**src/rtl/uart_receiver.sv**
```systemverilog
// uart_receiver
//   Serial receiver for 8-bit, LSB-first, no-parity frames with 1, 1.5 or 2 stop bits.
//   The line is resynchronised, a start edge is qualified at mid-bit, and data and stop
//   bits are sampled at mid-period. A good byte is handed over on a valid/ack handshake.
//
//   clk       in   1   system clock
//   resetn    in   1   asynchronous active-low reset
//   rec_en    in   1   receiver enable; low aborts any frame in progress
//   comp      in   16  bit period in clk cycles (values below 4 act as 4), latched per frame
//   stop_sel  in   2   0/3: 1 stop, 1: 1.5 stop, 2: 2 stop; latched per frame
//   uart_rx   in   1   asynchronous serial line, idle high
//   rx_data   out  8   last good byte
//   rx_valid  out  1   set when a good byte lands, cleared by rx_ack
//   rx_ack    in   1   consumer acknowledge
//   rx_err    out  1   one-cycle pulse on framing error
//   rx_ovr    out  1   one-cycle pulse when a byte lands over an unacknowledged one
//
//   state   | meaning
//   IDLE    | waiting for a falling edge on the synchronised line
//   START   | counting to mid start bit to reject glitches
//   RECEIVE | sampling eight data bits at mid-period
//   STOP    | checking the stop bit(s), then committing the byte

module uart_receiver (
    input  logic        clk,
    input  logic        resetn,
    input  logic        rec_en,
    input  logic [15:0] comp,
    input  logic [1:0]  stop_sel,
    input  logic        uart_rx,
    output logic [7:0]  rx_data,
    output logic        rx_valid,
    input  logic        rx_ack,
    output logic        rx_err,
    output logic        rx_ovr
);

    typedef enum logic [1:0] {IDLE, START, RECEIVE, STOP} state_t;

    state_t      state, state_nx;
    logic        sync1, rx_s;
    logic [15:0] comp_int, comp_c, comp_c_nx, half, stop_tc;
    logic [1:0]  stop_sel_int;
    logic [3:0]  bit_c, bit_c_nx;
    logic [7:0]  shift, shift_nx;
    logic        latch, err_nx, commit_nx, commit_q;
    // Cleared while a frame (or a break) holds the line low; a new start edge is
    // only accepted once the line has been seen high again.
    logic        armed;

    assign half = {1'b0, comp_int[15:1]};
    // bit_c 9 marks the second stop phase: a full bit for 2 stop, half a bit for 1.5.
    assign stop_tc = (bit_c == 4'd9 && stop_sel_int == 2'd1) ? half - 16'd1
                                                               : comp_int - 16'd1;

    always_comb begin
        state_nx  = state;
        comp_c_nx = comp_c;
        bit_c_nx  = bit_c;
        shift_nx  = shift;
        latch     = 1'b0;
        err_nx    = 1'b0;
        commit_nx = 1'b0;
        if (!rec_en) begin
            state_nx  = IDLE;
            comp_c_nx = 16'd0;
            bit_c_nx  = 4'd0;
        end else begin
            case (state)
                IDLE: begin
                    if (!rx_s && armed) begin
                        state_nx  = START;
                        latch     = 1'b1;
                        comp_c_nx = 16'd0;
                        bit_c_nx  = 4'd0;
                    end
                end
                START: begin
                    if (comp_c == half - 16'd1) begin
                        comp_c_nx = 16'd0;
                        bit_c_nx  = 4'd0;
                        state_nx  = rx_s ? IDLE : RECEIVE;
                    end else begin
                        comp_c_nx = comp_c + 16'd1;
                    end
                end
                RECEIVE: begin
                    if (comp_c == comp_int - 16'd1) begin
                        shift_nx  = {rx_s, shift[7:1]};
                        comp_c_nx = 16'd0;
                        bit_c_nx  = bit_c + 4'd1;
                        if (bit_c == 4'd7) begin
                            state_nx = STOP;
                        end
                    end else begin
                        comp_c_nx = comp_c + 16'd1;
                    end
                end
                STOP: begin
                    if (comp_c == stop_tc) begin
                        comp_c_nx = 16'd0;
                        if (bit_c == 4'd8) begin
                            if (!rx_s) begin
                                err_nx   = 1'b1;
                                state_nx = IDLE;
                                bit_c_nx = 4'd0;
                            end else if (stop_sel_int == 2'd1 || stop_sel_int == 2'd2) begin
                                bit_c_nx = 4'd9;
                            end else begin
                                commit_nx = 1'b1;
                                state_nx  = IDLE;
                                bit_c_nx  = 4'd0;
                            end
                        end else begin
                            if (stop_sel_int == 2'd2 && !rx_s) begin
                                err_nx = 1'b1;
                            end else begin
                                commit_nx = 1'b1;
                            end
                            state_nx = IDLE;
                            bit_c_nx = 4'd0;
                        end
                    end else begin
                        comp_c_nx = comp_c + 16'd1;
                    end
                end
                default: begin
                    state_nx  = IDLE;
                    comp_c_nx = 16'd0;
                    bit_c_nx  = 4'd0;
                end
            endcase
        end
    end

    always_ff @(posedge clk or negedge resetn) begin
        if (!resetn) begin
            sync1        <= 1'b1;
            rx_s         <= 1'b1;
            armed        <= 1'b1;
            state        <= IDLE;
            comp_c       <= 16'd0;
            bit_c        <= 4'd0;
            shift        <= 8'd0;
            comp_int     <= 16'd0;
            stop_sel_int <= 2'd0;
            commit_q     <= 1'b0;
            rx_err       <= 1'b0;
        end else begin
            sync1    <= uart_rx;
            rx_s     <= sync1;
            state    <= state_nx;
            comp_c   <= comp_c_nx;
            bit_c    <= bit_c_nx;
            shift    <= shift_nx;
            commit_q <= commit_nx;
            rx_err   <= err_nx;
            if (latch) begin
                comp_int     <= (comp < 16'd4) ? 16'd4 : comp;
                stop_sel_int <= stop_sel;
            end
            if (rx_s) begin
                armed <= 1'b1;
            end else if (state != IDLE) begin
                armed <= 1'b0;
            end
        end
    end

    // Byte commit lands one cycle after the final stop sample.
    always_ff @(posedge clk or negedge resetn) begin
        if (!resetn) begin
            rx_data  <= 8'd0;
            rx_valid <= 1'b0;
            rx_ovr   <= 1'b0;
        end else begin
            rx_ovr <= 1'b0;
            if (commit_q) begin
                rx_data  <= shift;
                rx_valid <= 1'b1;
                rx_ovr   <= rx_valid && !rx_ack;
            end else if (rx_ack) begin
                rx_valid <= 1'b0;
            end
        end
    end

endmodule

```
**config.mk**
```make
export PLATFORM = sky130hd
export DESIGN_NAME = uart_receiver
export DESIGN_NICKNAME = d
export VERILOG_FILES = /design/src/rtl/uart_receiver.sv
export SDC_FILE = /design/constraint.sdc
export NUM_CORES = 1
export LEC_CHECK = 0
export CAP_MARGIN = 10
export CORE_MARGIN = 1.5
export CORE_UTILIZATION = 44
export CTS_BUF_LIST = sky130_fd_sc_hd__clkbuf_8
export CTS_CLUSTER_DIAMETER = 50
export CTS_CLUSTER_SIZE = 30
export DETAILED_ROUTE_END_ITERATION = 7
export GPL_ROUTABILITY_DRIVEN = 1
export MAX_ROUTING_LAYER = met4
export PLACE_DENSITY = 0.68
export SLEW_MARGIN = 20
export SYNTH_ARGS = -nofsm -noshare
export SYNTH_HDL_FRONTEND = slang
export SYNTH_SLANG_ARGS = --single-unit
```
**constraint.sdc**
```tcl
create_clock -name clk -period 6.8 [get_ports clk]
set_clock_uncertainty 0.1 [all_clocks]
set_input_delay 1.36 -clock clk [delete_from_list [all_inputs] [get_ports clk]]
set_output_delay 1.36 -clock clk [all_outputs]
set_load 0.02 [all_outputs]
```
# Yosys cells after proc, flatten, opt, wreduce, memory -nomap -nowiden
# Cells that the tools add are included.
# totals
reg_bits	63
input_bits	23
out_inout_bits	11
# classes
add_sub_neg	4
magnitude_cmp	1
eq_ne	17
n_mux	49
reduce_logical	14
# ops
cell	n
16-bit 2-to-1 mux	7
16-bit case mux with 4 select lines	1
16-bit == test	3
4-bit 2-to-1 mux	8
1-bit 2-to-1 mux	21
2-bit 2-to-1 mux	10
16-bit by 1-bit adder with 16-bit output, second input constant	1
16-bit by 3-bit less-than comparator with 1-bit output, second input constant	1
4-bit case mux with 4 select lines	1
15-bit by 1-bit subtractor with 16-bit output, second input constant	1
16-bit by 1-bit subtractor with 16-bit output, second input constant	1
3-bit inequality test, second input constant	5
4-bit == test, second input constant	2
2-bit case mux with 4 select lines	1
2-bit == test, second input constant	3
6-bit AND reduction	1
2-bit nonzero test	3
5-bit inequality test, second input constant	1
4-bit by 1-bit adder with 4-bit output, second input constant	1
2-bit by 1-bit == test with 1-bit output, second input constant	2
4-bit by 3-bit == test with 1-bit output, second input constant	1
1-bit logical AND	4
4-bit AND reduction	1
3-bit AND reduction	1
3 further kinds	4

# Depth between registers and ports, before layout
# depth
depth_word	8
depth_mapped	12
mapped_depth_nobuf	10

# Worst setup path after synthesis
# No wires, ideal clock.
# synth_path
kind	register -> register
start	reg comp_int[2]
end	reg state[0]
arrival_time_ns	3.300
required_ns	6.575
slack_ns	3.276
stages_incl_launch_ff	12
path_cell_list	dfrtp_1 clkbuf_1 inv_1 ha_1 or3b_2 nor4b_1 nor3_1 or4_1 a2111oi_2 nor2_1 a211oi_1 mux2_2
# synth_between
elab_chain_len	5
elab_cells_between_ends	10
# synth_rtl
item	line_no	source
from (decl)	42	logic [15:0] comp_int, comp_c, comp_c_nx, half, stop_tc;
from (signal assigned)	159	comp_int <= (comp < 16'd4) ? 16'd4 : comp;
16-bit by 1-bit subtractor with 16-bit output or 15-bit by 1-bit subtractor with 16-bit output (tied branches)	n/a	
16-bit 2-to-1 mux	53	assign stop_tc = (bit_c == 4'd9 && stop_sel_int == 2'd1) ? half - 16'd1
16-bit == test	100	if (comp_c == stop_tc) begin
3-bit inequality test (no source line)	n/a	
6-bit AND reduction (no source line) (*)	n/a	
to (signal assigned)	152	state <= state_nx;
to (decl)	40	state_t state, state_nx;
# Every way passes the cells marked *; elsewhere a longest branch is shown, timed or not.
# A chain may end at the register's enable or synchronous reset.

# Worst setup path after layout
# layout_path
start	reg comp_int[2]
end	reg comp_c[11]
# layout_between
elab_chain_len	6
elab_cells_between_ends	11
# layout_rtl
item	line_no	source
16-bit by 1-bit subtractor with 16-bit output or 15-bit by 1-bit subtractor with 16-bit output (tied branches)	n/a	
16-bit 2-to-1 mux	53	
16-bit == test	100	
16-bit 2-to-1 mux	100	
16-bit case mux with 4 select lines (*)	69	case (state)
16-bit 2-to-1 mux (*)	64	if (!rec_en) begin
to (signal assigned)	153	comp_c <= comp_c_nx;
to (decl)	42	
# Marks and branches as above.

==> impl_metrics.tcl <==
set metrics [dict create \
    status "finished, final reports clean" \
    cp-end-kind "flip-flop" \
    nets 586 \
    clock_path_buffers 2 \
    drive_above_1_share_pct 13.8 \
    critPathTopFamily "compound AO/OA/AOI/OAI gates" \
    core_area_mm2 0.0104 \
    crit_type "flip-flop to flip-flop" \
    rsz0062_at_grt "no" \
    areaGrowthSynthToFinish_pct 12.7 \
    postCtsHoldBufs 0 \
    drt_wl_total_mm 12.9 \
    hold_depth 0 \
    r2r-end "comp_c[11]" \
    tightest_slew_ns 1.06 \
    cts_tree "built" \
    syn_nets 576 \
    crit_path_top_delay_cell "nor3b_1" \
    cp.required_ns 6.92 \
    gp_congestion 0.961 \
    wire_per_inst_um 18.5 \
    post-synth-top-area-fraction_pct 31.6 \
    worstHoldPathType "flip-flop to flip-flop" \
    dieArea_mm2 0.0114 \
    clk_pin_slew_worst_paths_ns 0.07 \
    synth_area_per_cell_um2 8.72 \
    finalHoldViolCount 0 \
    drtAntennaViolNets 0 \
    fin_crit_sh_pct 66.2 \
    reg2reg_from "comp_int[2]" \
    leakage_uw 0.00209 \
    setup_violations 0 \
    numClockSinks 63 \
    ys_types 70 \
    post-route-min-period_ns 4.50 \
    via_per_inst 6.13 \
    cts-root-buf "clkbuf_8" \
    fin_tns_setup_ns 0 \
    synthesis.area_mm2 0.00475 \
    ys_top_cells_by_area "dfrtp_1, mux2_2, xnor2_1" \
    antenna-diode-count 0 \
    fin_cells 696 \
    hold_slack_ns 0.259 \
    ys.flop_type "dfrtp_1" \
    yosys_register_bits 63 \
    synth_edf_count 0 \
    cp-start-kind "flip-flop" \
    grt_overflow 0 \
    fmax_mhz 222 \
    design_area_mm2 0.00536 \
    grt_max_degree 64 \
    synth_cells 545 \
    numCtsBuffers 9 \
    drt_iter0_drc 239 \
    postCtsSetupRepairBufs 0 \
    dr_total_vias 4267 \
    rows 37 \
    drc 0 \
    hold_end "rx_s" \
    portBuffers 33 \
    async_reset_ff_share_pct 100 \
    final_cell_mix "dfrtp_1, nand2_1, clkdlybuf4s50_1" \
    grt_pass1_wl_mm 21.2 \
    globalRouteTotalUtil_pct 24.8 \
    worstRegToRegCells 10 \
    r2r_slack_ns 2.30 \
    critPathArrivalTime_ns 4.63 \
    clkLatencyLatePin_ns 0.36 \
    cp.buffers_inverters 1 \
    antenna_found_initial 0 \
    path_cells "inv_1 > ha_1 > nor3b_1 > nand2_1 > xnor2_1 > o2111ai_1 > a211oi_1 > o2111ai_2 > a21oi_2 > o22ai_1" \
    dr.pass1.iters 4 \
    place_ws_ns 2.05 \
    ys_seq_area_share_pct 33.3 \
    slowest_delay_ns 0.76 \
    grt_pass1_vias 4184 \
    fin_ws_ns 2.30 \
    die_h_um 107 \
    cts_max_level 3 \
    synth_area_leader_cell "dfrtp_1" \
    placed_cells_incl_taps 680 \
    hpwl_mm 9.25 \
    drv_cap 0 \
    io_pins 34 \
    min_from "sync1" \
    slew_viol_final 0 \
    peakVddDrop_mv 0.162 \
    fp.dieW_um 107 \
    ys_warn_count 0 \
    slew_headroom_pct 29.3 \
    ctsResizeCount 0 \
    place_area_mm2 0.00511 \
    powerDensity_mw_per_mm2 343 \
    final_common_cell "dfrtp_1" \
    crit_fanout 24 \
    initial_core_util_pct 45.6 \
]
how the worst max path moves through the flow:
stage | start | to | slack [ns] | cells after the start
after detailed placement | comp_int[2] | comp_c[11] | 2.05 | 10
final | comp_int[2] | comp_c[11] | 2.30 | 10
after global routing | comp_int[2] | comp_c[11] | 1.91 | 10
after floorplan | comp_int[2] | state[0] | 3.28 | 11
after global placement | comp_int[2] | comp_c[10] | 2.19 | 10
after CTS | comp_int[2] | comp_c[11] | 2.00 | 10
state kept, by name (all words and copies together) (netlist names):
register      cells
bit_c             4
sync1             1
commit_q          1
comp_int         16
rx_s              1
armed             1
state             2
rx_data           8
rx_err            1
comp_c           16
stop_sel_int      2
rx_ovr            1
rx_valid          1
shift             8
logic make-up after synthesis:
| group | after synthesis | share of synthesized area, % |
|---|---|---|
| simple gates | 212 | 25.1 |
| buf+inv | 65 | 5.64 |
| xor+xnor | 44 | 8.11 |
| mux | 33 | 7.66 |
| fa+ha+maj | 8 | 2.11 |
| flops | 63 | 33.3 |
| compound gates | 120 | 18.1 |
synthesized netlist by cell type (3+ instances only):
cell	instances
dfrtp_1	60
nand2_1	45
nor2_1	30
clkbuf_1	29
inv_1	27
mux2_2	27
xnor2_1	27
nor3_1	24
a21oi_1	23
nand3_1	21
o21ai_0	18
xor2_1	17
nor4_1	15
o22ai_1	13
o31ai_1	13
and3_1	11
nand4_1	11
ha_1	8
or4_1	7
buf_2	6
mux2i_1	6
a211oi_1	5
nand3b_1	5
or3_1	5
a2111oi_0	4
a21o_1	4
nand2b_1	4
nand4b_1	4
nor2b_1	4
o211ai_1	4
or2_2	4
a211o_1	3
a221oi_1	3
a31oi_1	3
dfstp_2	3
nor4_2	3
nor4b_1	3
o2111ai_1	3
o311ai_0	3
or4_4	3
layer usage:
layer	routed length (um)	GRT usage [%]	vias to the layer above
met4	430	11.6	0
li1	-	-	2052
met5	0	-	-
met3	977	6.63	39
met1	5590	30.7	2025
met2	5890	37.7	151
final cells by class:
cell class              count  area, um2
repair buffers             37        355
fillers                   979       5060
clock inverters             5       80.1
multi-input cells         417       2920
clock buffers              11        151
inverters                  27        101
flip-flops and latches     63       1580
well taps                 136        170
report_power, final:
group	leakage, uW	internal [uW]	total, uW	switching [uW]
Sequential	0.000831	443	639	196
Clock	0.000112	226	384	158
Combinational	0.00115	354	816	462
through the flow:
stage | utilization (%) | power [uW]
after detailed placement | 49.1 | 1440
after floorplan | - | 1240
after CTS | 51.3 | 1830
after global placement | 49.1 | 1430
final | 51.4 | 1840
after global routing | 51.4 | 1960
worst reg2reg max path, cell delays in order (launching register included):
cell       delay, ns
dfrtp_1         0.50
inv_1           0.10
ha_1            0.29
nor3b_1         0.76
nand2_1         0.14
xnor2_1         0.33
o2111ai_1       0.17
a211oi_1        0.40
o2111ai_2       0.64
a21oi_2         0.73
o22ai_1         0.19
Power figures use the tool's default switching activity.
